## src/rtl/dcache_refill_unit_pkg.sv

```systemverilog
// Shared widths, access-size encoding and FSM state codes for the D-cache refill unit.
package dcache_pkg;
  localparam int IDX_W      = 5;
  localparam int OFF_W      = 5;
  localparam int TAG_W      = 19;
  localparam int WAYS       = 2;
  localparam int LINE_BYTES = 128;

  typedef enum logic [1:0] {
    SZ_B = 2'd0,
    SZ_H = 2'd1,
    SZ_W = 2'd2
  } size_e;

  typedef logic [2:0] state_t;
  localparam state_t S_IDLE  = 3'd0;
  localparam state_t S_INVAL = 3'd1;
  localparam state_t S_REQ   = 3'd2;
  localparam state_t S_BEAT  = 3'd3;
  localparam state_t S_TAGW  = 3'd4;
  localparam state_t S_DONE  = 3'd5;
endpackage

```

## src/rtl/dcache_refill_unit_if.sv

```systemverilog
// Load-queue request port, memory bus, data/tag SRAM write ports and FSM debug of the refill unit.
interface dcache_refill_unit_if #(
  parameter int IDX_W = dcache_pkg::IDX_W,
  parameter int OFF_W = dcache_pkg::OFF_W,
  parameter int TAG_W = dcache_pkg::TAG_W
);
  import dcache_pkg::*;
  localparam int BRAM_AW = $clog2(dcache_pkg::WAYS) + IDX_W + OFF_W;

  // Handshakes: bus requests transfer on a cycle with bus_req_vld_o && bus_req_rdy_i, and
  // vld/addr/len/size stay stable until then; every bus_rsp_vld_i beat is consumed; dc_req is
  // a level held by the requester until the one-cycle dc_cmp pulse.
  logic                 dc_req;
  logic [31:0]          dc_addr;
  logic [1:0]           dc_op;
  logic                 dc_uncached;
  logic [31:0]          dc_data;
  logic                 dc_cmp;
  logic                 dc_err_o;
  logic                 bus_req_vld_o;
  logic                 bus_req_rdy_i;
  logic [31:0]          bus_req_addr_o;
  logic [OFF_W-1:0]     bus_req_len_o;
  logic [1:0]           bus_req_size_o;
  logic                 bus_rsp_vld_i;
  logic [31:0]          bus_rsp_data_i;
  logic                 bus_rsp_err_i;
  logic                 bram_wr_en_o;
  logic [BRAM_AW-1:0]   bram_wr_addr_o;
  logic [31:0]          bram_wr_data_o;
  logic                 tag_wr_en_o;
  logic                 tag_wr_way_o;
  logic [IDX_W-1:0]     tag_wr_idx_o;
  logic [TAG_W-1:0]     tag_wr_tag_o;
  logic                 tag_wr_vld_o;
  state_t               dbg_state_o;

  modport master (
    input  dc_req, dc_addr, dc_op, dc_uncached,
    output dc_data, dc_cmp, dc_err_o,
    output bus_req_vld_o, bus_req_addr_o, bus_req_len_o, bus_req_size_o,
    input  bus_req_rdy_i, bus_rsp_vld_i, bus_rsp_data_i, bus_rsp_err_i,
    output bram_wr_en_o, bram_wr_addr_o, bram_wr_data_o,
    output tag_wr_en_o, tag_wr_way_o, tag_wr_idx_o, tag_wr_tag_o, tag_wr_vld_o,
    output dbg_state_o
  );

  modport slave (
    output dc_req, dc_addr, dc_op, dc_uncached,
    input  dc_data, dc_cmp, dc_err_o,
    input  bus_req_vld_o, bus_req_addr_o, bus_req_len_o, bus_req_size_o,
    output bus_req_rdy_i, bus_rsp_vld_i, bus_rsp_data_i, bus_rsp_err_i,
    input  bram_wr_en_o, bram_wr_addr_o, bram_wr_data_o,
    input  tag_wr_en_o, tag_wr_way_o, tag_wr_idx_o, tag_wr_tag_o, tag_wr_vld_o,
    input  dbg_state_o
  );
endinterface

```

## src/rtl/dcache_refill_unit_rr_repl.sv

```systemverilog
// One round-robin victim bit per cache index; the bit flips when a refill of that index succeeds.
module dcache_rr_repl #(
  parameter int IDX_W = dcache_pkg::IDX_W
) (
  input  logic             clk_i,
  input  logic             rst_ni,
  input  logic [IDX_W-1:0] rd_idx_i,
  output logic             rd_way_o,
  input  logic             flip_en_i,
  input  logic [IDX_W-1:0] flip_idx_i
);
  logic [2**IDX_W-1:0] rr_q, rr_d;

  always_comb begin
    rr_d = rr_q;
    if (flip_en_i) rr_d[flip_idx_i] = ~rr_q[flip_idx_i];
  end

  always_ff @(posedge clk_i or negedge rst_ni) begin
    if (!rst_ni) rr_q <= '0;
    else         rr_q <= rr_d;
  end

  assign rd_way_o = rr_q[rd_idx_i];
endmodule

```

## src/rtl/dcache_refill_unit.sv

```systemverilog
// Serves load-queue misses: 32-beat line refill into the 2-way data SRAM plus tag update,
// or a single-beat uncached read returned on dc_data.
module dcache_refill_unit #(
  parameter int IDX_W = dcache_pkg::IDX_W,
  parameter int OFF_W = dcache_pkg::OFF_W,
  parameter int TAG_W = dcache_pkg::TAG_W
) (
  input logic                  core_clock_i,
  input logic                  core_reset_ni,
  dcache_refill_unit_if.master bus_if
);
  import dcache_pkg::*;

  localparam int LINE_LSB = OFF_W + 2;

  state_t           state_q, state_d;
  logic [31:0]      addr_q, addr_d;
  logic [1:0]       op_q, op_d;
  logic             unc_q, unc_d;
  logic             way_q, way_d;
  logic [OFF_W-1:0] cnt_q, cnt_d;
  logic             err_q, err_d;
  logic [31:0]      data_q, data_d;

  logic             rr_way;
  logic [IDX_W-1:0] idx;
  logic [TAG_W-1:0] tag;
  logic             in_req, in_inval, in_tagw, bram_en, tag_en;

  assign idx      = addr_q[LINE_LSB +: IDX_W];
  assign tag      = addr_q[LINE_LSB + IDX_W +: TAG_W];
  assign in_req   = (state_q == S_REQ);
  assign in_inval = (state_q == S_INVAL);
  assign in_tagw  = (state_q == S_TAGW);

  dcache_rr_repl #(.IDX_W(IDX_W)) u_rr (
    .clk_i      (core_clock_i),
    .rst_ni     (core_reset_ni),
    .rd_idx_i   (idx),
    .rd_way_o   (rr_way),
    .flip_en_i  (in_tagw && !err_q),
    .flip_idx_i (idx)
  );

  always_comb begin
    state_d = state_q;
    addr_d  = addr_q;
    op_d    = op_q;
    unc_d   = unc_q;
    way_d   = way_q;
    cnt_d   = cnt_q;
    err_d   = err_q;
    data_d  = data_q;
    case (state_q)
      S_IDLE: begin
        if (bus_if.dc_req) begin
          addr_d  = bus_if.dc_addr;
          op_d    = bus_if.dc_op;
          unc_d   = bus_if.dc_uncached;
          cnt_d   = '0;
          err_d   = 1'b0;
          state_d = bus_if.dc_uncached ? S_REQ : S_INVAL;
        end
      end
      S_INVAL: begin
        way_d   = rr_way;
        state_d = S_REQ;
      end
      S_REQ: begin
        if (bus_if.bus_req_rdy_i) state_d = S_BEAT;
      end
      S_BEAT: begin
        if (bus_if.bus_rsp_vld_i) begin
          if (unc_q) begin
            data_d  = bus_if.bus_rsp_data_i;
            err_d   = bus_if.bus_rsp_err_i;
            state_d = S_DONE;
          end else begin
            // Counter wraps to zero on the last beat, leaving it clean for the next refill.
            err_d = err_q | bus_if.bus_rsp_err_i;
            cnt_d = cnt_q + OFF_W'(1);
            if (&cnt_q) state_d = S_TAGW;
          end
        end
      end
      S_TAGW:  state_d = S_DONE;
      S_DONE:  state_d = S_IDLE;
      default: state_d = S_IDLE;
    endcase
  end

  always_ff @(posedge core_clock_i or negedge core_reset_ni) begin
    if (!core_reset_ni) begin
      state_q <= S_IDLE;
      addr_q  <= '0;
      op_q    <= '0;
      unc_q   <= 1'b0;
      way_q   <= 1'b0;
      cnt_q   <= '0;
      err_q   <= 1'b0;
      data_q  <= '0;
    end else begin
      state_q <= state_d;
      addr_q  <= addr_d;
      op_q    <= op_d;
      unc_q   <= unc_d;
      way_q   <= way_d;
      cnt_q   <= cnt_d;
      err_q   <= err_d;
      data_q  <= data_d;
    end
  end

  // Write-port fields are forced to zero when idle so the SRAMs never see stray addresses.
  assign bram_en = (state_q == S_BEAT) && !unc_q && bus_if.bus_rsp_vld_i;
  assign tag_en  = in_inval || in_tagw;

  assign bus_if.bus_req_vld_o  = in_req;
  assign bus_if.bus_req_addr_o = !in_req ? 32'd0 :
                                 unc_q   ? addr_q : {addr_q[31:LINE_LSB], {LINE_LSB{1'b0}}};
  assign bus_if.bus_req_len_o  = (in_req && !unc_q) ? '1 : '0;
  assign bus_if.bus_req_size_o = !in_req ? 2'd0 : unc_q ? op_q : 2'(SZ_W);

  assign bus_if.bram_wr_en_o   = bram_en;
  assign bus_if.bram_wr_addr_o = bram_en ? {way_q, idx, cnt_q} : '0;
  assign bus_if.bram_wr_data_o = bram_en ? bus_if.bus_rsp_data_i : 32'd0;

  assign bus_if.tag_wr_en_o    = tag_en;
  assign bus_if.tag_wr_way_o   = in_inval ? rr_way : (in_tagw ? way_q : 1'b0);
  assign bus_if.tag_wr_idx_o   = tag_en ? idx : '0;
  assign bus_if.tag_wr_tag_o   = tag_en ? tag : '0;
  assign bus_if.tag_wr_vld_o   = in_tagw && !err_q;

  assign bus_if.dc_cmp         = (state_q == S_DONE);
  assign bus_if.dc_err_o       = (state_q == S_DONE) && err_q;
  assign bus_if.dc_data        = data_q;
  assign bus_if.dbg_state_o    = state_q;
endmodule

```

## src/flat_wrapper.sv

```systemverilog
// flat-port wrapper written by rule: the top's interface ports become plain ports
module dcache_refill_unit_flat import dcache_pkg::*;
#(
  parameter int IDX_W = dcache_pkg::IDX_W,
  parameter int OFF_W = dcache_pkg::OFF_W,
  parameter int TAG_W = dcache_pkg::TAG_W
)
  (core_clock_i, core_reset_ni, bus_if_dc_req, bus_if_dc_addr, bus_if_dc_op, bus_if_dc_uncached, bus_if_dc_data, bus_if_dc_cmp, bus_if_dc_err_o, bus_if_bus_req_vld_o, bus_if_bus_req_addr_o, bus_if_bus_req_len_o, bus_if_bus_req_size_o, bus_if_bus_req_rdy_i, bus_if_bus_rsp_vld_i, bus_if_bus_rsp_data_i, bus_if_bus_rsp_err_i, bus_if_bram_wr_en_o, bus_if_bram_wr_addr_o, bus_if_bram_wr_data_o, bus_if_tag_wr_en_o, bus_if_tag_wr_way_o, bus_if_tag_wr_idx_o, bus_if_tag_wr_tag_o, bus_if_tag_wr_vld_o, bus_if_dbg_state_o);
  dcache_refill_unit_if #(.IDX_W(IDX_W), .OFF_W(OFF_W), .TAG_W(TAG_W)) bus_if_i ();
  input logic core_clock_i;
  input logic core_reset_ni;
  input wire logic [$bits(bus_if_i.dc_req)-1:0] bus_if_dc_req;
  input wire logic [$bits(bus_if_i.dc_addr)-1:0] bus_if_dc_addr;
  input wire logic [$bits(bus_if_i.dc_op)-1:0] bus_if_dc_op;
  input wire logic [$bits(bus_if_i.dc_uncached)-1:0] bus_if_dc_uncached;
  output wire logic [$bits(bus_if_i.dc_data)-1:0] bus_if_dc_data;
  output wire logic [$bits(bus_if_i.dc_cmp)-1:0] bus_if_dc_cmp;
  output wire logic [$bits(bus_if_i.dc_err_o)-1:0] bus_if_dc_err_o;
  output wire logic [$bits(bus_if_i.bus_req_vld_o)-1:0] bus_if_bus_req_vld_o;
  output wire logic [$bits(bus_if_i.bus_req_addr_o)-1:0] bus_if_bus_req_addr_o;
  output wire logic [$bits(bus_if_i.bus_req_len_o)-1:0] bus_if_bus_req_len_o;
  output wire logic [$bits(bus_if_i.bus_req_size_o)-1:0] bus_if_bus_req_size_o;
  input wire logic [$bits(bus_if_i.bus_req_rdy_i)-1:0] bus_if_bus_req_rdy_i;
  input wire logic [$bits(bus_if_i.bus_rsp_vld_i)-1:0] bus_if_bus_rsp_vld_i;
  input wire logic [$bits(bus_if_i.bus_rsp_data_i)-1:0] bus_if_bus_rsp_data_i;
  input wire logic [$bits(bus_if_i.bus_rsp_err_i)-1:0] bus_if_bus_rsp_err_i;
  output wire logic [$bits(bus_if_i.bram_wr_en_o)-1:0] bus_if_bram_wr_en_o;
  output wire logic [$bits(bus_if_i.bram_wr_addr_o)-1:0] bus_if_bram_wr_addr_o;
  output wire logic [$bits(bus_if_i.bram_wr_data_o)-1:0] bus_if_bram_wr_data_o;
  output wire logic [$bits(bus_if_i.tag_wr_en_o)-1:0] bus_if_tag_wr_en_o;
  output wire logic [$bits(bus_if_i.tag_wr_way_o)-1:0] bus_if_tag_wr_way_o;
  output wire logic [$bits(bus_if_i.tag_wr_idx_o)-1:0] bus_if_tag_wr_idx_o;
  output wire logic [$bits(bus_if_i.tag_wr_tag_o)-1:0] bus_if_tag_wr_tag_o;
  output wire logic [$bits(bus_if_i.tag_wr_vld_o)-1:0] bus_if_tag_wr_vld_o;
  output wire logic [$bits(bus_if_i.dbg_state_o)-1:0] bus_if_dbg_state_o;
  assign bus_if_i.dc_req = bus_if_dc_req;
  assign bus_if_i.dc_addr = bus_if_dc_addr;
  assign bus_if_i.dc_op = bus_if_dc_op;
  assign bus_if_i.dc_uncached = bus_if_dc_uncached;
  assign bus_if_dc_data = bus_if_i.dc_data;
  assign bus_if_dc_cmp = bus_if_i.dc_cmp;
  assign bus_if_dc_err_o = bus_if_i.dc_err_o;
  assign bus_if_bus_req_vld_o = bus_if_i.bus_req_vld_o;
  assign bus_if_bus_req_addr_o = bus_if_i.bus_req_addr_o;
  assign bus_if_bus_req_len_o = bus_if_i.bus_req_len_o;
  assign bus_if_bus_req_size_o = bus_if_i.bus_req_size_o;
  assign bus_if_i.bus_req_rdy_i = bus_if_bus_req_rdy_i;
  assign bus_if_i.bus_rsp_vld_i = bus_if_bus_rsp_vld_i;
  assign bus_if_i.bus_rsp_data_i = bus_if_bus_rsp_data_i;
  assign bus_if_i.bus_rsp_err_i = bus_if_bus_rsp_err_i;
  assign bus_if_bram_wr_en_o = bus_if_i.bram_wr_en_o;
  assign bus_if_bram_wr_addr_o = bus_if_i.bram_wr_addr_o;
  assign bus_if_bram_wr_data_o = bus_if_i.bram_wr_data_o;
  assign bus_if_tag_wr_en_o = bus_if_i.tag_wr_en_o;
  assign bus_if_tag_wr_way_o = bus_if_i.tag_wr_way_o;
  assign bus_if_tag_wr_idx_o = bus_if_i.tag_wr_idx_o;
  assign bus_if_tag_wr_tag_o = bus_if_i.tag_wr_tag_o;
  assign bus_if_tag_wr_vld_o = bus_if_i.tag_wr_vld_o;
  assign bus_if_dbg_state_o = bus_if_i.dbg_state_o;
  dcache_refill_unit #(.IDX_W(IDX_W), .OFF_W(OFF_W), .TAG_W(TAG_W)) u_core (.core_clock_i(core_clock_i), .core_reset_ni(core_reset_ni), .bus_if(bus_if_i));
endmodule
```

## config.mk

```make
export PLATFORM = sky130hd
export DESIGN_NAME = dcache_refill_unit_flat
export DESIGN_NICKNAME = d
export VERILOG_FILES = /design/src/rtl/dcache_refill_unit_pkg.sv /design/src/rtl/dcache_refill_unit_if.sv /design/src/rtl/dcache_refill_unit_rr_repl.sv /design/src/rtl/dcache_refill_unit.sv /design/src/flat_wrapper.sv
export SDC_FILE = /design/constraint.sdc
export NUM_CORES = 1
export LEC_CHECK = 0
export CELL_PAD_IN_SITES_DETAIL_PLACEMENT = 1
export CELL_PAD_IN_SITES_GLOBAL_PLACEMENT = 1
export CORE_UTILIZATION = 36
export CTS_CLUSTER_SIZE = 28
export DETAILED_ROUTE_END_ITERATION = 8
export PLACE_DENSITY = 0.95
export SLEW_MARGIN = 30
export SYNTH_ARGS = -nofsm -noshare
export SYNTH_HDL_FRONTEND = slang
export SYNTH_SLANG_ARGS = --single-unit
```

## constraint.sdc

```tcl
create_clock -name core_clock_i -period 3.4 [get_ports core_clock_i]
set_input_delay 0.68 -clock core_clock_i [delete_from_list [all_inputs] [get_ports core_clock_i]]
set_output_delay 0.68 -clock core_clock_i [all_outputs]
set_load 0.05 [all_outputs]
```

==> metrics.txt <==
# TYPE chip_impl_metric gauge
chip_impl_metric{name="grt_overflow_total",unit=""} 0
chip_impl_metric{name="core_area",unit="um2"} 14800
chip_impl_metric{name="tightest_slew",unit="ns"} 0.917
chip_impl_info{name="clk_root_buffer_cell",value="sky130_fd_sc_hd__clkbuf_16"} 1
chip_impl_info{name="timing_worst_setup_path_type",value="flop to output pin"} 1
chip_impl_metric{name="critical_path.max_fanout",unit=""} 10
chip_impl_metric{name="critPathMaxStageDelay",unit="ns"} 0.82
chip_impl_metric{name="final-max-slew-violation-count",unit=""} 0
chip_impl_metric{name="portBuffers",unit=""} 220
chip_impl_metric{name="setup-tns-final",unit="ns"} 0
chip_impl_metric{name="total_leakage_power",unit="nW"} 3.86
chip_impl_metric{name="antenna_cells_inserted",unit=""} 0
chip_impl_metric{name="area_growth",unit="%"} 59.7
chip_impl_metric{name="post-route-cell-area",unit="um2"} 8800
chip_impl_metric{name="maxCapViolCount",unit=""} 0
chip_impl_metric{name="drt_iter0_markers",unit=""} 222
chip_impl_metric{name="wl",unit="um"} 20300
chip_impl_info{name="capture_instance_of_the_worst_register_to_register_path",value="u_core.u_rr.rr_q[7]$_DFFE_PN0P_"} 1
chip_impl_metric{name="die-height",unit="um"} 126
chip_impl_metric{name="gp_congestion",unit=""} 0.778
chip_impl_metric{name="grt_util_all_layers",unit=""} 0.262
chip_impl_metric{name="timing.final.setup_violations",unit=""} 0
chip_impl_metric{name="required",unit="ns"} 2.72
chip_impl_metric{name="io-pin-count",unit=""} 221
chip_impl_info{name="critical_path.endpoint_type",value="output pin"} 1
chip_impl_metric{name="finalWorstSetupSlack",unit="ns"} 0.145
chip_impl_metric{name="vdd_drop_max",unit="V"} 0.000803
chip_impl_metric{name="wl_per_cell",unit="um"} 23.0
chip_impl_metric{name="synth_seq_area_share",unit=""} 0.495
chip_impl_metric{name="worst-r2r-setup-slack",unit="ns"} 0.88
chip_impl_metric{name="synth_cell_type_count",unit=""} 38
chip_impl_metric{name="overall_via_count_from_detail_route",unit=""} 4639
chip_impl_metric{name="critPathArrivalTime",unit="ns"} 2.58
chip_impl_metric{name="placed_area",unit="um2"} 8480
chip_impl_metric{name="std_cell_rows",unit=""} 44
chip_impl_metric{name="die_w",unit="um"} 126
chip_impl_metric{name="synth.yosys.warnings",unit=""} 0
chip_impl_info{name="rr_startpoint",value="u_core.bus_if.dbg_state_o[2]$_DFFE_PN0P_"} 1
chip_impl_metric{name="synthesis.area_per_instance",unit="um2"} 11.3
chip_impl_metric{name="worst_path_clk_slew",unit="ns"} 0.08
chip_impl_metric{name="cp_num_buf_inv",unit=""} 1
chip_impl_metric{name="tritoncts_num_sinks",unit=""} 109
chip_impl_metric{name="grt_antenna_before_repair",unit=""} 0
chip_impl_info{name="violations_in_the_final_reports",value="design-rule violations"} 1
chip_impl_metric{name="cts_post_setup_buffers_inserted",unit=""} 0
chip_impl_metric{name="worstSkewPairLatency",unit="ns"} 0.36
chip_impl_metric{name="timing.clock.skew",unit="ns"} 0.0223
chip_impl_metric{name="syn_inst",unit=""} 487
chip_impl_info{name="outcome",value="finished, violations left"} 1
chip_impl_info{name="critical_path.slowest_cell",value="sky130_fd_sc_hd__clkdlybuf4s50_1"} 1
chip_impl_info{name="min_path_type",value="input pin to async pin"} 1
chip_impl_info{name="critical_path.startpoint_type",value="flop"} 1
chip_impl_metric{name="number_of_global_route_vias_before_repair",unit=""} 5326
chip_impl_metric{name="drt_first_pass_iters",unit=""} 8
chip_impl_metric{name="detail_route.drc_violations",unit=""} 9
chip_impl_metric{name="vias_per_cell",unit=""} 5.27
chip_impl_metric{name="finalHoldViolCount",unit=""} 0
chip_impl_metric{name="detailed_placer_s_ending_hpwl",unit="um"} 13900
chip_impl_metric{name="max_freq",unit="MHz"} 307
chip_impl_metric{name="synth_area",unit="um2"} 5510
chip_impl_metric{name="power.density",unit="nW/um2"} 1000
chip_impl_metric{name="grt_pass1_wl",unit="um"} 31400
chip_impl_metric{name="htreeDepth",unit=""} 3
chip_impl_metric{name="minimum_period_implied_by_the_final_worst_setup_slack",unit="ns"} 3.26
chip_impl_metric{name="die_ar",unit="um2"} 15800
chip_impl_metric{name="cts_stage_hold_buffer_count",unit=""} 0
chip_impl_info{name="cpLargestDelayFamily",value="buffers and inverters"} 1
chip_impl_metric{name="layout-drive-gt1-share",unit=""} 0.324
chip_impl_metric{name="finalCritPeriodShare",unit=""} 0.957
chip_impl_metric{name="postSynthNetCount",unit=""} 562
chip_impl_metric{name="ant_nets",unit=""} 0
chip_impl_metric{name="r2r_cell_count",unit=""} 5
chip_impl_metric{name="cts_buffer_depth",unit=""} 2
chip_impl_metric{name="flop_and_latch_count_out_of_synthesis",unit=""} 109
chip_impl_metric{name="relative_slew_slack",unit=""} 0.389
chip_impl_metric{name="cts_buffers",unit=""} 9
chip_impl_metric{name="floorplan.initialDensity",unit=""} 0.373
chip_impl_metric{name="finish.net_count",unit=""} 767
chip_impl_metric{name="grt_start_max_net_pins",unit=""} 70
chip_impl_metric{name="total_power",unit="mW"} 8.82
chip_impl_info{name="crit_path_cell_chain",value="nand2b_1 -> nor2_1 -> and2_1 -> clkdlybuf4s50_1"} 1
chip_impl_metric{name="pre_cts_ws",unit="ns"} 0.425
chip_impl_info{name="cts_tree",value="yes"} 1
chip_impl_metric{name="final_core_utilization",unit=""} 0.596
chip_impl_info{name="rsz0062_at_grt",value="no"} 1
-- cell usage after synthesis --
library cell	n	area [um2]
sky130_fd_sc_hd__buf_2	11	55.1
sky130_fd_sc_hd__inv_1	5	18.8
sky130_fd_sc_hd__clkbuf_1	14	52.6
sky130_fd_sc_hd__buf_6	5	56.3
sky130_fd_sc_hd__o21bai_1	2	15.0
sky130_fd_sc_hd__nand3b_1	1	7.51
sky130_fd_sc_hd__and2_1	91	569
sky130_fd_sc_hd__buf_4	5	37.5
sky130_fd_sc_hd__a211oi_1	1	7.51
sky130_fd_sc_hd__nor3b_1	1	7.51
sky130_fd_sc_hd__and3_1	12	75.1
sky130_fd_sc_hd__nor4_1	1	6.26
sky130_fd_sc_hd__xnor2_1	1	8.76
sky130_fd_sc_hd__mux2_2	94	1060
sky130_fd_sc_hd__dfrtp_1	109	2730
sky130_fd_sc_hd__nand2b_1	3	18.8
sky130_fd_sc_hd__nand3_1	11	55.1
sky130_fd_sc_hd__nand4b_1	1	8.76
sky130_fd_sc_hd__nor2_1	31	116
sky130_fd_sc_hd__mux2_4	4	60.1
sky130_fd_sc_hd__buf_12	1	20.0
sky130_fd_sc_hd__a222oi_1	1	10.0
sky130_fd_sc_hd__nand2_1	31	116
sky130_fd_sc_hd__a21oi_1	2	10.0
sky130_fd_sc_hd__or2_1	1	6.26
sky130_fd_sc_hd__a22oi_1	4	30.0
sky130_fd_sc_hd__a21boi_0	1	7.51
sky130_fd_sc_hd__nor3_2	1	10.0
sky130_fd_sc_hd__nor2b_1	5	31.3
sky130_fd_sc_hd__a31oi_1	5	31.3
sky130_fd_sc_hd__nor3b_2	1	12.5
sky130_fd_sc_hd__nand4_1	1	6.26
sky130_fd_sc_hd__xor2_1	2	17.5
sky130_fd_sc_hd__o22ai_1	1	6.26
sky130_fd_sc_hd__ha_1	2	25.0
sky130_fd_sc_hd__nor3_1	2	10.0
sky130_fd_sc_hd__mux2i_1	16	160
sky130_fd_sc_hd__o21ai_0	7	35.0
-- worst register-to-register path: stages (launching register included) --
cell                       delay, ns
sky130_fd_sc_hd__dfrtp_1        0.66
sky130_fd_sc_hd__nand2b_1       0.25
sky130_fd_sc_hd__nor4_1         0.59
sky130_fd_sc_hd__nand3_1        0.33
sky130_fd_sc_hd__nor2_1         0.21
sky130_fd_sc_hd__mux2_2         0.36
-- stage by stage --
step	hold WS, ns	cells
after floorplan	0.384	487
after global placement	0.484	865
after detailed placement	0.495	865
after CTS	0.494	881
after global routing	0.377	881
final	0.322	881
-- cell families (layout without fill, tap and decap cells) --
group | count (synthesis) | count (layout) | synth area share
AND/OR/NAND/NOR | 194 | 194 | 0.192
multiplexers | 114 | 114 | 0.232
flip-flops | 109 | 109 | 0.495
buffers and inverters | 41 | 251 | 0.0436
AO/OA/AOI/OAI | 24 | 24 | 0.0277
XOR/XNOR | 3 | 3 | 0.00477
adder cells (fa/ha/maj) | 2 | 2 | 0.00454
-- timing repair --
action                                 CTS  global route
resized for setup                        0             1
setup endpoints to repair                0            41
endpoints found under the hold margin    0             0
-- per-layer routing --
layer | global-route usage | wire (um)
met5 | 0 | 0
met4 | 0.0818 | 478
met3 | 0.0794 | 1450
met2 | 0.487 | 11000
met1 | 0.285 | 7340
-- state kept, by name, indices dropped and copies added, names as in the netlist --
name                       cells
u_core.bus_if.dc_data         32
u_core.unc_q                   1
u_core.way_q                   1
u_core.u_rr.rr_q              32
u_core.bus_if.dbg_state_o      3
u_core.op_q                    2
u_core.cnt_q                   5
u_core.addr_q                 32
u_core.err_q                   1
-- report_power, final --
part / switching, mW / internal, mW / total (mW)
logic: 3.37 / 2.10 / 5.47
clock network: 0.516 / 0.598 / 1.11
registers: 0.465 / 1.77 / 2.24
total: 4.35 / 4.47 / 8.82
-- placed cells by master (no fill, tap or decap), types with 2 or more instances in the layout --
cell type,n
sky130_fd_sc_hd__and2_1,91
sky130_fd_sc_hd__clkbuf_16,9
sky130_fd_sc_hd__mux2_4,4
sky130_fd_sc_hd__buf_4,32
sky130_fd_sc_hd__mux2_2,94
sky130_fd_sc_hd__a22oi_1,4
sky130_fd_sc_hd__xor2_1,2
sky130_fd_sc_hd__inv_1,5
sky130_fd_sc_hd__o21bai_1,2
sky130_fd_sc_hd__o21ai_0,7
sky130_fd_sc_hd__nand3_1,11
sky130_fd_sc_hd__dfrtp_1,109
sky130_fd_sc_hd__a31oi_1,5
sky130_fd_sc_hd__nor2b_1,4
sky130_fd_sc_hd__a21oi_1,2
sky130_fd_sc_hd__nor3_1,2
sky130_fd_sc_hd__clkdlybuf4s50_1,124
sky130_fd_sc_hd__mux2i_1,16
sky130_fd_sc_hd__nand2_1,31
sky130_fd_sc_hd__ha_1,2
sky130_fd_sc_hd__nand2b_1,3
sky130_fd_sc_hd__and3_1,11
sky130_fd_sc_hd__buf_12,73
sky130_fd_sc_hd__nor2_1,30
sky130_fd_sc_hd__clkinvlp_4,2
-- layout make-up --
type / count / area, um2
clock buffer: 10 / 239
timing repair buffer: 230 / 2950
inverter: 5 / 18.8
tap: 184 / 230
multi-input combinational: 337 / 2560
clock inverter: 6 / 70.1
fill: 1454 / 5960
sequential: 109 / 2730
-- worst max-delay path by stage --
stage / endpoint / startpoint / cells after the start / slack, ns
global placement: bus_if_bram_wr_data_o[1] / bus_if_bus_rsp_vld_i / 6 / 0.57
finish: bus_if_dc_err_o / u_core.bus_if.dbg_state_o[2]$_DFFE_PN0P_ / 4 / 0.14
detailed placement: bus_if_bram_wr_data_o[27] / bus_if_bus_rsp_vld_i / 6 / 0.42
global route: bus_if_bram_wr_data_o[4] / u_core.bus_if.dbg_state_o[0]$_DFFE_PN0P_ / 7 / 0.06
CTS: bus_if_bram_wr_data_o[16] / u_core.bus_if.dbg_state_o[0]$_DFFE_PN0P_ / 7 / 0.11
floorplan: bus_if_tag_wr_way_o / u_core.addr_q[10]$_DFFE_PN0P_ / 8 / 0.22
(Power assumes the default switching activity.)
==> edit: new RTL, same flow settings <==
Set the package constant `IDX_W` to 4 (it was 5).
--- a/src/rtl/dcache_refill_unit_pkg.sv
+++ b/src/rtl/dcache_refill_unit_pkg.sv
@@ -1,5 +1,5 @@
 // Shared widths, access-size encoding and FSM state codes for the D-cache refill unit.
 package dcache_pkg;
-  localparam int IDX_W      = 5;
+  localparam int IDX_W      = 4;
   localparam int OFF_W      = 5;
   localparam int TAG_W      = 19;
Interface: changed (resized bus_if_bram_wr_addr_o and bus_if_tag_wr_idx_o); port bits go from 221 to 219. No check against the original RTL was run, so the function may have changed too.
==> edit against the original RTL <==
- final cell count decreased by 12%
- setup slack improved by 0.027 ns
- routed wire length decreased by 26%
- synthesized area fell by 16%
- first-iteration DRC count decreased by 45%
- synthesized cell count fell by 21%
- cell area is 10% lower
- critical endpoint is now bus_if_bus_req_addr_o[9]
- largest power group unchanged
- total power decreased by 9.4%
- sequential cell count is 16 lower
- global-route usage is 2.8 points lower
- core utilization up 3.1 points
- sequential power is 9.4% lower
==> edit: results <==
[finish]
seqCellArea_mm2 = 0.00233
layout.nonclk_buf_share_pct = 36.1
multi_input_cells = 260
n_sequential_cell = 93
layout-drive-gt1-share_pct = 36.4
final_nets = 671
n_all_buffers = 227

[sta]
finClkSkew_ns = 0.00697
final.setup.worst_slack_ns = 0.172
holdWs_ns = 0.358

[global_routing]
track_usage_pct = 23.4
grt_pass1_wl_um = 23300
grt_pass1_vias = 4225
met2_usage_pct = 44.0
grt_use_met3_pct = 5.22
grtUsageMet1_pct = 26.0
grt_start_max_net_pins = 47

[setup_path]
endpoint = "bus_if_bus_req_addr_o[9]"
cp_max_fo = 15
r2r_cells = 4
r2r_setup_slack_ns = 1.26
setup.worst_path.start = "u_core.bus_if.dbg_state_o[1]$_DFFE_PN0P_"
crit_family = "simple AND/OR/NAND/NOR gates"
r2r-start = "u_core.bus_if.dbg_state_o[0]$_DFFE_PN0P_"
r2r_end = "u_core.u_rr.rr_q[11]$_DFFE_PN0P_"
max_stage_delay_ns = 0.80
arrival_ns = 2.55

[synthesis]
synth_commonest_cells = "dfrtp_1, and2_1, mux2_2, nand2_1, clkbuf_1"
ys_seq_area_share_pct = 50.4
netlist_area_mm2 = 0.00462
synth.distinct_cells = 41
synth_area_leaders = "dfrtp_1, mux2_2, and2_1, mux4_2, and3_1"

[outcome]
status = "finished, final reports clean"

[power]
ir_drop_mv = 0.462
power.share.clock_pct = 13.9
p_int_w = 0.00419
p_leak_nw = 3.43

[routing]
route.met3.wl_um = 807
dr.pass1.iters = 6
drt_iter0_drc = 121
wirelength_um = 15000
viasPerCell = 4.90
wl_met1_um = 5490
met2_length_um = 8350

[placed_design]
gp_congestion = 0.737
dp_hpwl_um = 11400
io_buffers = 218
placed_area_mm2 = 0.00755

[clock_network]
clk_latency_ns = 0.34
edit: cell count changes in the layout (fill, tap and decap cells not counted), moves of 3 or more:
cell | unedited run | this run
nand3_1 | 11 | 2
dfrtp_1 | 109 | 92
mux2i_1 | 16 | 2
mux2_2 | 94 | 83
nand2_1 | 31 | 16
a31oi_1 | 5 | 0
mux2_4 | 4 | 1
nor2_1 | 30 | 6
buf_12 | 73 | 67
mux4_2 | 0 | 4
a22oi_1 | 4 | 1
buf_4 | 32 | 37
edit: stage by stage:
step	std cells	total power (W)
4_1_cts	773	0.00807
5_1_grt	773	0.00833
3_5_place_dp	757	0.00690
3_3_place_gp	757	0.00669
6_report	773	0.00800
2_1_floorplan	387	0.00499
edit: cells by family after synthesis:
logic type / count (synthesis) / synth area share, %
flip-flops: 93 / 50.4
multiplexers: 90 / 22.9
XOR/XNOR: 2 / 0.379
adder cells (fa/ha/maj): 2 / 0.541
AO/OA/AOI/OAI: 18 / 2.49
buffers and inverters: 34 / 3.66
AND/OR/NAND/NOR: 148 / 19.6
